File: config.mk
export PLATFORM = sky130hd
export DESIGN_NAME = sprite_compositor
export DESIGN_NICKNAME = d
export VERILOG_FILES = /design/src/rtl/sprite_pkg.sv /design/src/rtl/sprite_channel.sv /design/src/rtl/sprite_compositor.sv
export SDC_FILE = /design/constraint.sdc
export NUM_CORES = 1
export LEC_CHECK = 0
export BUFFER_PORTS_ARGS = -buffer_cell sky130_fd_sc_hd__buf_4
export CORE_UTILIZATION = 36
export CTS_CLUSTER_SIZE = 12
export DETAILED_ROUTE_END_ITERATION = 7
export PLACE_DENSITY = 0.61
export SLEW_MARGIN = 20
export SYNTH_ARGS = -nofsm -noshare
export SYNTH_HDL_FRONTEND = slang
export SYNTH_SLANG_ARGS = --single-unit
export TNS_END_PERCENT = 50
File: constraint.sdc
create_clock -name Clk -period 5.5 [get_ports Clk]
set_input_delay 0.55 -clock Clk [delete_from_list [all_inputs] [get_ports Clk]]
set_output_delay 0.55 -clock Clk [all_outputs]
set_load 0.01 [all_outputs]
File: src/rtl/sprite_pkg.sv
// rtl/sprite_pkg.sv - shared types, colour constants and box test for the sprite compositor
package sprite_pkg;

  typedef logic [9:0] coord_t;

  typedef struct packed {
    logic [7:0] r;
    logic [7:0] g;
    logic [7:0] b;
  } rgb_t;

  localparam logic [23:0] KEY_COLOR_DEF = 24'hFF0000;
  localparam logic [23:0] BG_COLOR_DEF  = 24'hB7FE7B;
  localparam logic [5:0]  FLASH_LOAD    = 6'd48;

  // Eleven-bit compare so a box hanging past 1023 is clipped rather than wrapped to 0.
  function automatic logic in_box(input coord_t coord, input coord_t origin, input int dim_log2);
    logic [10:0] diff;
    diff = {1'b0, coord} - {1'b0, origin};
    return (coord >= origin) && (diff < (11'd1 << dim_log2));
  endfunction

endpackage

File: src/rtl/sprite_channel.sv
// rtl/sprite_channel.sv - per-sprite hit test, ROM address register and optional SPRITE_FLASH_EN blink counter
module sprite_channel
  import sprite_pkg::*;
#(
  parameter int DIM_LOG2 = 5
) (
  input  logic                    Clk,
  input  logic                    Reset,
`ifdef SPRITE_FLASH_EN
  input  logic                    frame_start_i,
  input  logic                    flash_req_i,
`endif
  input  logic [9:0]              draw_x_i,
  input  logic [9:0]              draw_y_i,
  input  logic                    en_i,
  input  logic [9:0]              pos_x_i,
  input  logic [9:0]              pos_y_i,
  output logic                    hit_o,
  output logic [2*DIM_LOG2-1:0]   rom_addr_o
);

  localparam int AW = 2 * DIM_LOG2;

  logic [9:0]    off_x, off_y;
  logic          masked;
  logic          hit_d, hit_q;
  logic [AW-1:0] loc_d, loc_q;
  logic [AW-1:0] addr_d, addr_q;

  assign off_x = draw_x_i - pos_x_i;
  assign off_y = draw_y_i - pos_y_i;

`ifdef SPRITE_FLASH_EN
  logic [5:0] flash_d, flash_q;

  // Blink counter: a new request restarts the flash even on a frame boundary.
  always_comb begin
    flash_d = flash_q;
    if (flash_req_i) begin
      flash_d = FLASH_LOAD;
    end else if (frame_start_i && (flash_q != 6'd0)) begin
      flash_d = flash_q - 6'd1;
    end
  end

  // Blink counter register.
  always_ff @(posedge Clk) begin
    if (!Reset) begin
      flash_q <= 6'd0;
    end else begin
      flash_q <= flash_d;
    end
  end

  assign masked = (flash_q != 6'd0) && flash_q[2];
`else
  assign masked = 1'b0;
`endif

  // Hit test and local texel coordinate for the pixel presented this cycle.
  always_comb begin
    hit_d  = en_i && in_box(draw_x_i, pos_x_i, DIM_LOG2)
                  && in_box(draw_y_i, pos_y_i, DIM_LOG2) && !masked;
    loc_d  = {off_y[DIM_LOG2-1:0], off_x[DIM_LOG2-1:0]};
    addr_d = hit_q ? loc_q : addr_q;
  end

  // Stage the hit, then present the address; misses keep the last address on the ROM.
  always_ff @(posedge Clk) begin
    if (!Reset) begin
      hit_q  <= 1'b0;
      loc_q  <= '0;
      addr_q <= '0;
    end else begin
      hit_q  <= hit_d;
      loc_q  <= loc_d;
      addr_q <= addr_d;
    end
  end

  assign hit_o      = hit_q;
  assign rom_addr_o = addr_q;

endmodule

File: src/rtl/sprite_compositor.sv
// rtl/sprite_compositor.sv - priority compositing of ROM-backed sprites over a background, SPRITE_FLASH_EN adds hit-flash
module sprite_compositor
  import sprite_pkg::*;
#(
  parameter int          NUM_SPRITES = 8,
  parameter int          DIM_LOG2    = 5,
  parameter int          ROM_LATENCY = 1,
  parameter logic [23:0] KEY_COLOR   = KEY_COLOR_DEF,
  parameter logic [23:0] BG_COLOR    = BG_COLOR_DEF
) (
  input  logic                            Clk,
  input  logic                            Reset,
  input  logic                            pix_valid,
  input  logic [9:0]                      DrawX,
  input  logic [9:0]                      DrawY,
  input  logic                            frame_start,
  input  logic [NUM_SPRITES-1:0]          sprite_en,
  input  logic [NUM_SPRITES*10-1:0]       sprite_x,
  input  logic [NUM_SPRITES*10-1:0]       sprite_y,
  input  logic [NUM_SPRITES-1:0]          flash_req,
  output logic [NUM_SPRITES*2*DIM_LOG2-1:0] rom_addr,
  input  logic [NUM_SPRITES*24-1:0]       rom_data,
  output logic                            out_valid,
  output logic [7:0]                      VGA_R,
  output logic [7:0]                      VGA_G,
  output logic [7:0]                      VGA_B
);

  localparam int AW    = 2 * DIM_LOG2;
  localparam int DEPTH = ROM_LATENCY + 1;

  logic [NUM_SPRITES-1:0] hit_a;
  logic                   valid_a_q;
  logic [NUM_SPRITES-1:0] hit_dly_q [DEPTH];
  logic [DEPTH-1:0]       valid_dly_q;
  rgb_t                   pix_d, pix_q;
  logic                   out_valid_q;

  for (genvar i = 0; i < NUM_SPRITES; i++) begin : g_ch
    sprite_channel #(
      .DIM_LOG2(DIM_LOG2)
    ) u_ch (
      .Clk          (Clk),
      .Reset        (Reset),
`ifdef SPRITE_FLASH_EN
      .frame_start_i(frame_start),
      .flash_req_i  (flash_req[i]),
`endif
      .draw_x_i     (DrawX),
      .draw_y_i     (DrawY),
      .en_i         (sprite_en[i]),
      .pos_x_i      (sprite_x[i*10 +: 10]),
      .pos_y_i      (sprite_y[i*10 +: 10]),
      .hit_o        (hit_a[i]),
      .rom_addr_o   (rom_addr[i*AW +: AW])
    );
  end

`ifndef SPRITE_FLASH_EN
  logic unused_flash;
  assign unused_flash = ^{frame_start, flash_req};
`endif

  // Carry hit mask and pixel valid alongside the ROM read so they meet rom_data.
  always_ff @(posedge Clk) begin
    if (!Reset) begin
      valid_a_q   <= 1'b0;
      valid_dly_q <= '0;
      for (int s = 0; s < DEPTH; s++) begin
        hit_dly_q[s] <= '0;
      end
    end else begin
      valid_a_q    <= pix_valid;
      valid_dly_q  <= {valid_dly_q[DEPTH-2:0], valid_a_q};
      hit_dly_q[0] <= hit_a;
      for (int s = 1; s < DEPTH; s++) begin
        hit_dly_q[s] <= hit_dly_q[s-1];
      end
    end
  end

  // Lowest-index opaque texel wins; scanning downward lets it overwrite the others.
  always_comb begin
    pix_d = BG_COLOR;
    for (int i = NUM_SPRITES - 1; i >= 0; i--) begin
      if (hit_dly_q[DEPTH-1][i] && (rom_data[i*24 +: 24] != KEY_COLOR)) begin
        pix_d = rom_data[i*24 +: 24];
      end
    end
  end

  // Output register; colour is forced to black whenever the pixel is not valid.
  always_ff @(posedge Clk) begin
    if (!Reset) begin
      out_valid_q <= 1'b0;
      pix_q       <= '0;
    end else begin
      out_valid_q <= valid_dly_q[DEPTH-1];
      pix_q       <= valid_dly_q[DEPTH-1] ? pix_d : '0;
    end
  end

  assign out_valid = out_valid_q;
  assign VGA_R     = pix_q.r;
  assign VGA_G     = pix_q.g;
  assign VGA_B     = pix_q.b;

endmodule

==> impl_metrics.csv <==
group,metric,value,unit
yosys,synth.most_common_cell,"nor2_1",
yosys,synthTopCellsByArea,"dfxtp_1 28%, ha_1 13%, nor2_1 6.4%",
clock_network,clock_sinks,212,
cells_and_area,area_delta_synth_final,32.95,%
yosys,syn-num-nets,2405,
cells_and_area,fillCellCount,4116,
die,io_pins,497,
grt,grt_usage,0.2969,
sta,period_share,0.5914,
worst_setup_path,cpMostUsedCell,"buf_4",
placed_design,hpwl,53.54,mm
sta,worstMarginPinSlew,1025,ps
drt,drt_iter0_drc,1005,
drt,wirelength,64.72,mm
worst_hold_path,hold_path_class,"in -> reg",
grt,grt_max_degree,88,
grt,grt-ovfl-total,0,
drt,drc_errors,39,
die,rows,74,
worst_setup_path,criticalPathCategory,"in -> reg",
pwr,leakagePower,9.072,nW
worst_setup_path,cp_slowest_cell,"and2_1",
grt,antenna_found_initial,1,
worst_setup_path,path_max_fanout,39,
sta,finalCriticalPeriod,3253,ps
yosys,synth-seq-cells,212,
placed_design,gp_congestion,0.9345,
cells_and_area,layout.nets,2870,
yosys,synthArstFlopShare,0,
clock_network,clock-root-buffer,"clkbuf_16",
clock_network,h-tree-depth,1,
sta,slew_headroom,0.3142,
yosys,ys_seq_area_frac,0.2817,
sta,slew_violations,0,
clock_network,clock_latency,530,ps
outcome,outcome,"finished with violations",
sta,rsz0062_at_grt,"no",
grt,grt_pass1_wl,93.30,mm
sta,setup_tns,0,ps
sta,timing.fmax,307.4,MHz
yosys,synth.top_cell.area_share,0.2817,
outcome,failed_checks,"design-rule violations",
worst_setup_path,crit_arrival,3660,ps
die,core-area,41020,sq um
yosys,ys_warn_count,0,
cells_and_area,drive_above_1_share,0.2423,
sta,finalHoldViolCount,0,
clock_network,path_clk_slew,70,ps
pwr,powerDensity,218.6,nW/um^2
placed_design,dp_cells,2807,
die,die_area,42680,sq um
worst_setup_path,crit_required,5900,ps
cells_and_area,multi_input_area,9838,sq um
sta,fin_skew,17.62,ps
drt,route.antenna.remaining_nets,0,
sta,finalSetupViolCount,0,
yosys,synth_common_cells,"256 x nor2_1, 212 x dfxtp_1, 196 x inv_1",
drt,firstDrtPassIters,8,
clock_network,cts_buffers,25,
drt,wire_per_inst,22.69,microns
cells_and_area,final_core_util,0.4884,
worst_setup_path,path_cells,"buf_4 -> nor4b_1 -> nand4_1 -> o41ai_4 -> buf_4 -> and2_1 -> o2111ai_1 -> o2bb2ai_1",
clock_network,cts_tree,"yes",
yosys,synthCells,1837,
die,die_w,206.6,microns
pwr,ir_drop,0.1875,mV
grt,grt_pass1_vias,15160,
yosys,synth_flop_cell,"dfxtp_1",
yosys,synth_area,15070,sq um
drt,vias,15390,
clock_network,cts_setup_buffers,0,
cells_and_area,seq_area,4244,sq um
worst_setup_path,cp-start-kind,"input port",
yosys,synth_edf_count,0,
die,die_h,206.6,microns
yosys,synth_cell_types,74,
die,start_util,0.3673,
yosys,syn_avg_cell_area,8.202,sq um
yosys,yosys.area.top_type,"dfxtp_1",
cells_and_area,fin_cells,2852,
clock_network,clk_path_buf_depth,3,
worst_setup_path,worstSetupEndpointType,"flop",
worst_setup_path,slowest_delay,690,ps
drt,vias_per_cell,5.396,
sta,hold_ws,234.4,ps
run,max_cap_viol_count,0,
clock_network,cts_hold_buf,0,
clock_network,cts-resized-gates,0,
placed_design,io_buffer_count,487,
## cell usage in the layout (no fill, tap or decap), types with 14 or more instances in the layout
master	count
and2_1	31
nor4_1	27
or3_1	15
nand2b_1	24
nor3_1	35
o21a_1	27
nor2_1	256
o211ai_1	23
nor2b_1	38
a22o_1	22
clkbuf_16	25
a31oi_1	21
inv_1	196
a22oi_1	14
ha_1	160
nand2_1	76
xnor2_1	40
buf_4	496
dfxtp_1	212
o21ai_0	124
nand4_1	18
o21bai_1	16
mux2i_1	92
a21oi_1	59
a211oi_1	47
fa_1	16
## critical path: cells and delay by family
family          cells  cell delay [ps]
compound gates      3             1230
buf+inv             2              580
simple gates        3             1270
## sequential cells by signal, indices dropped and copies added (netlist names)
signal,cells
g_ch.u_ch.hit_o,8
hit_dly_q,16
VGA_R,8
VGA_G,8
VGA_B,8
g_ch.u_ch.rom_addr_o,80
out_valid,1
valid_dly_q,2
g_ch.u_ch.loc_q,80
valid_a_q,1
## path summary, 6_finish.rpt
check                  startpoint               end  slack [ps]  depth (start not counted)
setup / recovery     rom_data[61]          VGA_G[2]        2250                          8
hold / removal          pix_valid         valid_a_q         230                          2
setup reg to reg  hit_dly_q[0][8]          VGA_R[6]        2800                          5
hold reg to reg   hit_dly_q[0][2]  hit_dly_q[0][10]         430                          1
## final cells by class
class / count / area share
Antenna cell: 1 / 0.0001249
Clock buffer: 34 / 0.03542
Clock inverter: 10 / 0.005309
Inverter: 197 / 0.03704
Multi-Input combinational cell: 1370 / 0.4911
Sequential cell: 212 / 0.2119
Tap cell: 532 / 0.03323
Timing Repair Buffer: 496 / 0.1859
## routing by layer
layer / GRT usage / up-vias / part of all wire / wire length, microns
met3: 0.04019 / 135 / 0.064 / 4132
met4: 0.1565 / 0 / 0.054 / 3509
met2: 0.5069 / 604 / 0.47 / 30360
met5: 0 / - / 0 / 0
li1: - / 7526 / - / -
met1: 0.3618 / 7125 / 0.41 / 26710
## stage by stage
stage / total power [W] / setup WS (ps) / cell area [sq um]
2_1_floorplan: 0.002254 / 2536 / 15070
3_3_place_gp: 0.002706 / 1740 / 19210
3_5_place_dp: 0.002725 / 1790 / 19210
4_1_cts: 0.004401 / 2301 / 20030
5_1_grt: 0.004603 / 2129 / 20030
6_report: 0.004378 / 2247 / 20030
## report_power, final
group	total [W]	switching [W]	leakage, nW	internal, W
registers	0.00162	0.0000186	1.73	0.00160
clock network	0.00167	0.000676	0.405	0.000994
logic	0.00108	0.000571	6.93	0.000513
## logic make-up (layout without fill, tap and decap cells)
group,after synthesis,after routing,synth area share
DFF,212,212,0.2817
xor gates and xnor gates,49,49,0.02848
muxes,93,93,0.06187
and+or+nand+nor,583,583,0.1913
buffers and inverters,255,737,0.06702
AOI/OAI and AO/OA,469,469,0.2155
adders and majority gates,176,176,0.1541
other,0,1,0
Power figures use the tool's default switching activity.
